**config.mk**
```make
export PLATFORM = sky130hd
export DESIGN_NAME = quad_readout_seq
export DESIGN_NICKNAME = d
export VERILOG_FILES = /design/src/rtl/quad_pkg.sv /design/src/rtl/quad_byte_sel.sv /design/src/rtl/quad_readout_seq.sv
export SDC_FILE = /design/constraint.sdc
export NUM_CORES = 1
export LEC_CHECK = 0
export CAP_MARGIN = 40
export CORE_AREA = 2 2 126 128
export DETAILED_ROUTE_END_ITERATION = 6
export DIE_AREA = 0 0 128 130
export PLACE_DENSITY = 0.72
export RECOVER_POWER = 25
export SLEW_MARGIN = 10
export SYNTH_ARGS = -nofsm -noshare
export SYNTH_HDL_FRONTEND = slang
export SYNTH_SLANG_ARGS = --single-unit
```
**constraint.sdc**
```tcl
create_clock -name clk -period 2.1 [get_ports clk]
set_clock_uncertainty 0.1 [all_clocks]
set_input_delay 0.525 -clock clk [delete_from_list [all_inputs] [get_ports clk]]
set_output_delay 0.525 -clock clk [all_outputs]
set_load 0.05 [all_outputs]
```
**src/rtl/quad_pkg.sv**
```systemverilog
// Shared types and sizing helpers for the quad counter readout scheduler.
package quad_pkg;

    typedef enum logic [0:0] {
        IDLE   = 1'b0,
        STREAM = 1'b1
    } state_t;

    // Channel word is {zl, i, c}: two W-bit counters plus the index latch bit.
    function automatic int quad_word_w(input int w);
        return 2 * w + 1;
    endfunction

    function automatic int bytes_per_chan(input int w);
        return (2 * w + 1 + 7) / 8;
    endfunction

endpackage

```
**src/rtl/quad_byte_sel.sv**
```systemverilog
// Picks one zero-padded byte out of the captured channel words.
module quad_byte_sel
    import quad_pkg::*;
#(
    parameter  int N    = 4,
    parameter  int W    = 14,
    localparam int QW   = quad_word_w(W),
    localparam int BPC  = bytes_per_chan(W),
    localparam int CH_W = (N > 1) ? $clog2(N) : 1,
    localparam int B_W  = (BPC > 1) ? $clog2(BPC) : 1
) (
    input  logic [N-1:0][QW-1:0] shadow,
    input  logic [CH_W-1:0]      ch,
    input  logic [B_W-1:0]       b,
    output logic [7:0]           byte_out
);

    logic [8*BPC-1:0] padded;

    always_comb begin
        padded          = '0;
        padded[QW-1:0]  = shadow[ch];
        byte_out        = padded[8*b +: 8];
    end

endmodule

```
**src/rtl/quad_readout_seq.sv**
```systemverilog
// Snapshot-and-stream scheduler: captures all channel words at once, then
// hands them to the host one byte per read strobe, clearing reported index latches.
module quad_readout_seq
    import quad_pkg::*;
#(
    parameter  int N  = 4,
    parameter  int W  = 14,
    localparam int QW = quad_word_w(W)
) (
    input  logic            clk,
    input  logic            rst_n,
    input  logic            snap,
    input  logic            rd,
    input  logic [N*QW-1:0] quad_in,
    output logic [7:0]      dout,
    output logic            dvalid,
    output logic [N-1:0]    zr,
    output logic            busy,
    output logic            done
);

    localparam int BPC   = bytes_per_chan(W);
    localparam int NB    = N * BPC;
    localparam int IDX_W = (NB > 1) ? $clog2(NB) : 1;
    localparam int CH_W  = (N > 1) ? $clog2(N) : 1;
    localparam int B_W   = (BPC > 1) ? $clog2(BPC) : 1;

    localparam logic [IDX_W-1:0] LAST_IDX  = IDX_W'(NB - 1);
    localparam logic [B_W-1:0]   LAST_BYTE = B_W'(BPC - 1);

    state_t               state_q, state_d;
    logic [IDX_W-1:0]     idx_q, idx_d;
    logic [N-1:0][QW-1:0] shadow_q;

    logic                 capture;
    logic                 issue;
    logic                 last_issue;
    logic [CH_W-1:0]      ch;
    logic [B_W-1:0]       b;
    logic [7:0]           sel_byte;
    logic [N-1:0]         zr_d;

    always_comb begin
        ch = CH_W'(int'(idx_q) / BPC);
        b  = B_W'(int'(idx_q) % BPC);
    end

    quad_byte_sel #(
        .N (N),
        .W (W)
    ) u_byte_sel (
        .shadow   (shadow_q),
        .ch       (ch),
        .b        (b),
        .byte_out (sel_byte)
    );

    // snap outranks rd in every state, so a coincident strobe is simply dropped.
    always_comb begin
        state_d    = state_q;
        idx_d      = idx_q;
        capture    = 1'b0;
        issue      = 1'b0;
        last_issue = 1'b0;
        if (snap) begin
            capture = 1'b1;
            idx_d   = '0;
            state_d = STREAM;
        end else if (state_q == STREAM && rd) begin
            issue = 1'b1;
            if (idx_q == LAST_IDX) begin
                last_issue = 1'b1;
                idx_d      = '0;
                state_d    = IDLE;
            end else begin
                idx_d = idx_q + 1'b1;
            end
        end
    end

    // Latch clear goes out only with the byte that actually carries zl.
    always_comb begin
        zr_d = '0;
        for (int k = 0; k < N; k++) begin
            zr_d[k] = issue && (b == LAST_BYTE) && (int'(ch) == k) && shadow_q[k][QW-1];
        end
    end

    always_ff @(posedge clk or negedge rst_n) begin
        if (!rst_n) begin
            state_q  <= IDLE;
            idx_q    <= '0;
            shadow_q <= '0;
            dout     <= '0;
            dvalid   <= 1'b0;
            zr       <= '0;
            busy     <= 1'b0;
            done     <= 1'b0;
        end else begin
            state_q <= state_d;
            idx_q   <= idx_d;
            if (capture) begin
                shadow_q <= quad_in;
            end
            if (issue) begin
                dout <= sel_byte;
            end
            dvalid <= issue;
            zr     <= zr_d;
            busy   <= (state_d == STREAM);
            done   <= last_issue;
        end
    end

endmodule
```
### Word level (Yosys, flattened, before mapping)

Index checks and enable logic that the tools add are counted.

* register bits: 135
* latch bits: 0
* bits in writable memories: 0
* ROM bits: 0
* input port bits: 120
* output and inout bits: 15
* memories kept: 0

* add/subtract/negate cells: 1
* multipliers: 0
* divide/modulo/power cells: 0
* magnitude comparators: 1
* equality and inequality tests: 5
* shift-type cells: 1
* multiplexer cells: 14
* bitwise operators: 0
* reduce and logical (&&, ||, !) cells: 14

Operators with widths (number)
* $bmux W29 S2: 1
* $shiftx A32 B6 Y8: 1
* $mux W29: 1
* $mux W4: 3
* $logic_and A1 B1 Y1: 10
* $mux W1: 9
* $eq A2 B2 Y1 const B: 3
* $add A4 B1 Y4 const B: 1
* $eq A4 B4 Y1 const B: 1
* $reduce_bool A2 Y1: 2
* $lt A2 B3 Y1 const B: 1
* $eq A2 B1 Y1 const B: 1
* $logic_not A2 Y1: 1
* $reduce_and A2 Y1: 1

### Logic depth before layout (Yosys ltp)

* depth after elaboration: 6
* depth in mapped cells: 7

### Cells and area by module

Synthesis repeated with hierarchy kept, for this count alone.

* cell total of the unflattened synthesis: 378
* area total of the unflattened synthesis: 6342.3 um^2

By module, submodules not included
* quad_readout_seq: instances 1, cells an instance 304, area an instance 5368.9 um^2, sequential area each 3378.2 um^2
* quad_byte_sel: instances 1, cells an instance 74, area an instance 973.4 um^2, sequential area each 0.0 um^2

### Worst setup path before layout

Ideal clock, no wire load.

* kind: input -> register
* start: input snap
* end: register shadow_q[3] in the netlist's numbering
* arrival: 1.588 ns
* data required time: 1.875 ns
* path slack: 0.288 ns
* stages on the path: 4
* buffers on the path: 3
* cells stage by stage: clkbuf_1 clkbuf_1 clkbuf_1 mux2_2

* cells in the longest elaborated chain, start to end: 1

Ends and longest elaborated chain
* start, declared: RTL line quad_readout_seq.sv:12 `input logic snap,`
* $mux W1: RTL line quad_readout_seq.sv:65 `if (snap) begin`
* end signal, assigned: RTL line quad_readout_seq.sv:103 `shadow_q <= quad_in;`
* end, declared: RTL line quad_readout_seq.sv:33 `logic [N-1:0][QW-1:0] shadow_q;`

No other way between the ends.
A chain may end at the register's enable or synchronous reset.

### Worst setup path in the final report

* start: register idx_q[2]
* end: register dout[0]

* cells in the longest elaborated chain, start to end: 3

Ends and longest elaborated chain
* start, declared: RTL line quad_readout_seq.sv:32 `logic [IDX_W-1:0] idx_q, idx_d;`
* start signal, assigned: RTL line quad_readout_seq.sv:101 `idx_q <= idx_d;`
* $bmux W29 S2: RTL line quad_byte_sel.sv:22 `padded[QW-1:0] = shadow[ch];`
* $mux W29 (not written as such): RTL line quad_byte_sel.sv:22
* $shiftx A32 B6 Y8: RTL line quad_byte_sel.sv:23 `byte_out = padded[8*b +: 8];`
* end signal, assigned: RTL line quad_readout_seq.sv:106 `dout <= sel_byte;`
* end, declared: RTL line quad_readout_seq.sv:15 `output logic [7:0] dout,`

No other way between the ends. The select of a mux whose other input is x is not followed.

==> impl_metrics.env <==
export IMPL_run_status="finished, final reports clean"
export IMPL_first_global_vias=4117
export IMPL_synth_seq_area_share=0.564
export IMPL_gp_congestion=0.811
export IMPL_worstMarginPinSlew_ns=0.743
export IMPL_synth_cell_types=28
export IMPL_post_cts_resized=0
export IMPL_layout_commonest_cell="dfrtp_1"
export IMPL_finalSetupTns_ns=0
export IMPL_period_needed_ns=1.96
export IMPL_cts_root_buf="clkbuf_16"
export IMPL_intPower_mw=5.90
export IMPL_switching_power_mw=1.68
export IMPL_nets=649
export IMPL_rr_startpoint="idx_q[2]"
export IMPL_regArea_sq_um=3380
export IMPL_hold_start="shadow_q[104]"
export IMPL_vias_per_cell=5.16
export IMPL_hold_class="reg2reg"
export IMPL_ant_nets=0
export IMPL_maxCapViolations=0
export IMPL_yosysTopAreaCell="dfrtp_1"
export IMPL_drt_wl_total_um=14000
export IMPL_fin_crit_sh=0.934
export IMPL_drtIter0Drc=168
export IMPL_cts_buffers=17
export IMPL_n_antenna_cell=0
export IMPL_peakVddDrop_mv=0.601
export IMPL_synthTopCellsByArea="dfrtp_1 (56%), mux2_2 (23%), mux4_1 (6.1%)"
export IMPL_p_leak_nw=3.39
export IMPL_port_buffers=134
export IMPL_pwr_share_clk=0.471
export IMPL_post_route_drc_count=0
export IMPL_setup_violations=0
export IMPL_p_per_area_nw_per_um2=918
export IMPL_synth_avg_cell_area_sq_um=15.6
export IMPL_p_comb_frac=0.132
export IMPL_synth_nets=506
export IMPL_overflow=0
export IMPL_htree_levels=4
export IMPL_drive_gt1_frac=0.360
export IMPL_hold_viol=0
export IMPL_dr_pass1_iters=4
export IMPL_clk_path_buf_depth=2
export IMPL_synth_top_area_frac=0.564
export IMPL_max_slew_margin=0.505
export IMPL_cts_tree="done"
export IMPL_die_width_um=128
export IMPL_initial_core_util=0.388
export IMPL_yosysWarnings=0
export IMPL_synthCells=385
export IMPL_die_area_sq_um=16600
export IMPL_slew_viol_final=0
export IMPL_criticalPathCategory="reg2reg"
export IMPL_multi_input_area_sq_um=2460
export IMPL_syn_area_sq_um=5990
export IMPL_syn_to_final_growth_pct=38.0
export IMPL_die_h_um=130
export IMPL_dp_hpwl_um=10100
export IMPL_layoutNonFillerInstCount=733
export IMPL_fp_row_count=46
export IMPL_pwr_share_seq=0.397
export IMPL_core_sq_um=15400
export IMPL_grt_usage=0.178
export IMPL_dp_cells=700
export IMPL_vias=3784
export IMPL_num_io_pins=135
export IMPL_insertion_delay_ns=0.42
export IMPL_critPathArrivalTime_ns=2.16
export IMPL_worstSetupStartpointType="flip-flop"
export IMPL_cp_required_ns=2.30
export IMPL_clk_pin_slew_ns=0.06
export IMPL_p_sw_frac=0.222
export IMPL_wl_per_cell_um=19.0
export IMPL_max_freq_mhz=510
export IMPL_clock_sink_count=135
export IMPL_yosys_register_bits=135
export IMPL_final_cell_mix="dfrtp_1 (133), mux2_2 (123), clkdlybuf4s50_1 (110), buf_4 (22), clkbuf_16 (17)"
export IMPL_postCtsSetupRepairBufs=0
export IMPL_rsz0062_at_grt="false"
export IMPL_cp_end_kind="flip-flop"
export IMPL_fillers=1278
export IMPL_grt_pass1_wl_um=22100
export IMPL_path_max_fanout=23
export IMPL_worstSetupStartpoint="idx_q[2]"
export IMPL_antenna_found_initial=0
export IMPL_grt_max_degree=56
-- timing repair --
action / CTS / global route
endpoints found under the hold margin: 42 / 0
endpoints found under the setup margin: 0 / 0
hold buffers: 1 / 0
-- power by group through the flow --
stage               Sequential (mW)  Combinational [mW]  Clock (mW)
CTS                            3.01                1.03        3.64
global route                   3.04                1.08        3.77
finish                         3.01               0.999        3.57
global placement               3.04               0.992           0
floorplan                      3.10               0.456           0
detailed placement             3.05                1.02           0
-- metal layers --
metal / track usage / vias up / wire length, um
li1: - / 1723 / -
met1: 0.243 / 1921 / 6370
met2: 0.275 / 128 / 6540
met3: 0.0595 / 12 / 898
met4: 0.0530 / 0 / 152
met5: 0 / - / 0
-- stage by stage --
stage	power (mW)	setup slack (ns)	hold slack (ns)	util	cell area, sq um
6_report	7.58	0.139	0.402	0.536	8260
5_1_grt	7.88	0.0406	0.412	0.536	8260
4_1_cts	7.68	0.131	0.384	0.538	8300
3_5_place_dp	4.07	0.112	0.389	0.491	7580
3_3_place_gp	4.03	0.125	0.381	0.491	7580
2_1_floorplan	3.56	0.288	0.129	-	5990
-- worst max-delay path, cell delays in order, from the launching register on --
cell	delay, ns
dfrtp_2	0.38
buf_12	0.19
mux4_1	0.60
mux2_2	0.30
a22oi_1	0.16
o21ai_1	0.08
-- synth_stat cells --
cell       count
buf_6          1
nand3_1        4
o2111ai_1      1
buf_2         14
ha_1           1
a21oi_1        4
and3_1         4
a22oi_1        7
mux2i_1       12
a311oi_1       2
dfrtp_1      135
buf_12         1
nand2_1       14
nand4_1        2
nor2b_1        2
buf_1          6
inv_1          2
o21ai_1        5
mux4_1        14
clkbuf_1       4
nor2_1         8
mux2_2       123
and2_1         3
o211ai_1       1
mux4_2        11
o21ai_0        2
nand3b_1       1
xor2_1         1
-- state kept, by name, summed over array words and instances (netlist names) --
signal    cells
state_q       1
dvalid        1
zr            4
idx_q         4
done          1
dout          8
shadow_q    116
-- worst paths after layout --
| kind | end | slack, ns | depth (start not counted) |
|---|---|---|---|
| setup / recovery | dout[0] | 0.14 | 5 |
| hold / removal | shadow_q[104] | 0.40 | 1 |
| setup reg to reg | dout[0] | 0.14 | 5 |
| hold reg to reg | shadow_q[104] | 0.40 | 1 |
| max in group asynchronous | shadow_q[0] | 0.79 | 3 |
| min in group asynchronous | shadow_q[11] | 0.51 | 2 |
-- cell type report --
cell class | instances | area share
tap | 192 | 0.0291
multi-input combinational | 222 | 0.298
inverter | 2 | 0.000909
clock buffer | 19 | 0.0524
sequential | 135 | 0.409
timing repair buffer | 150 | 0.177
clock inverter | 13 | 0.0333
-- cells by family (layout without fill, tap and decap cells) --
group | count (synthesis) | count (layout) | share of synthesized area
AOI/OAI and AO/OA | 22 | 22 | 0.0236
xor gates and xnor gates | 1 | 1 | 0.00146
adders and majority gates | 1 | 1 | 0.00209
buffers and inverters | 28 | 184 | 0.0245
DFF | 135 | 135 | 0.564
muxes | 160 | 160 | 0.354
and+or+nand+nor | 38 | 38 | 0.0299
No activity file was read; power rests on OpenSTA's default activity.
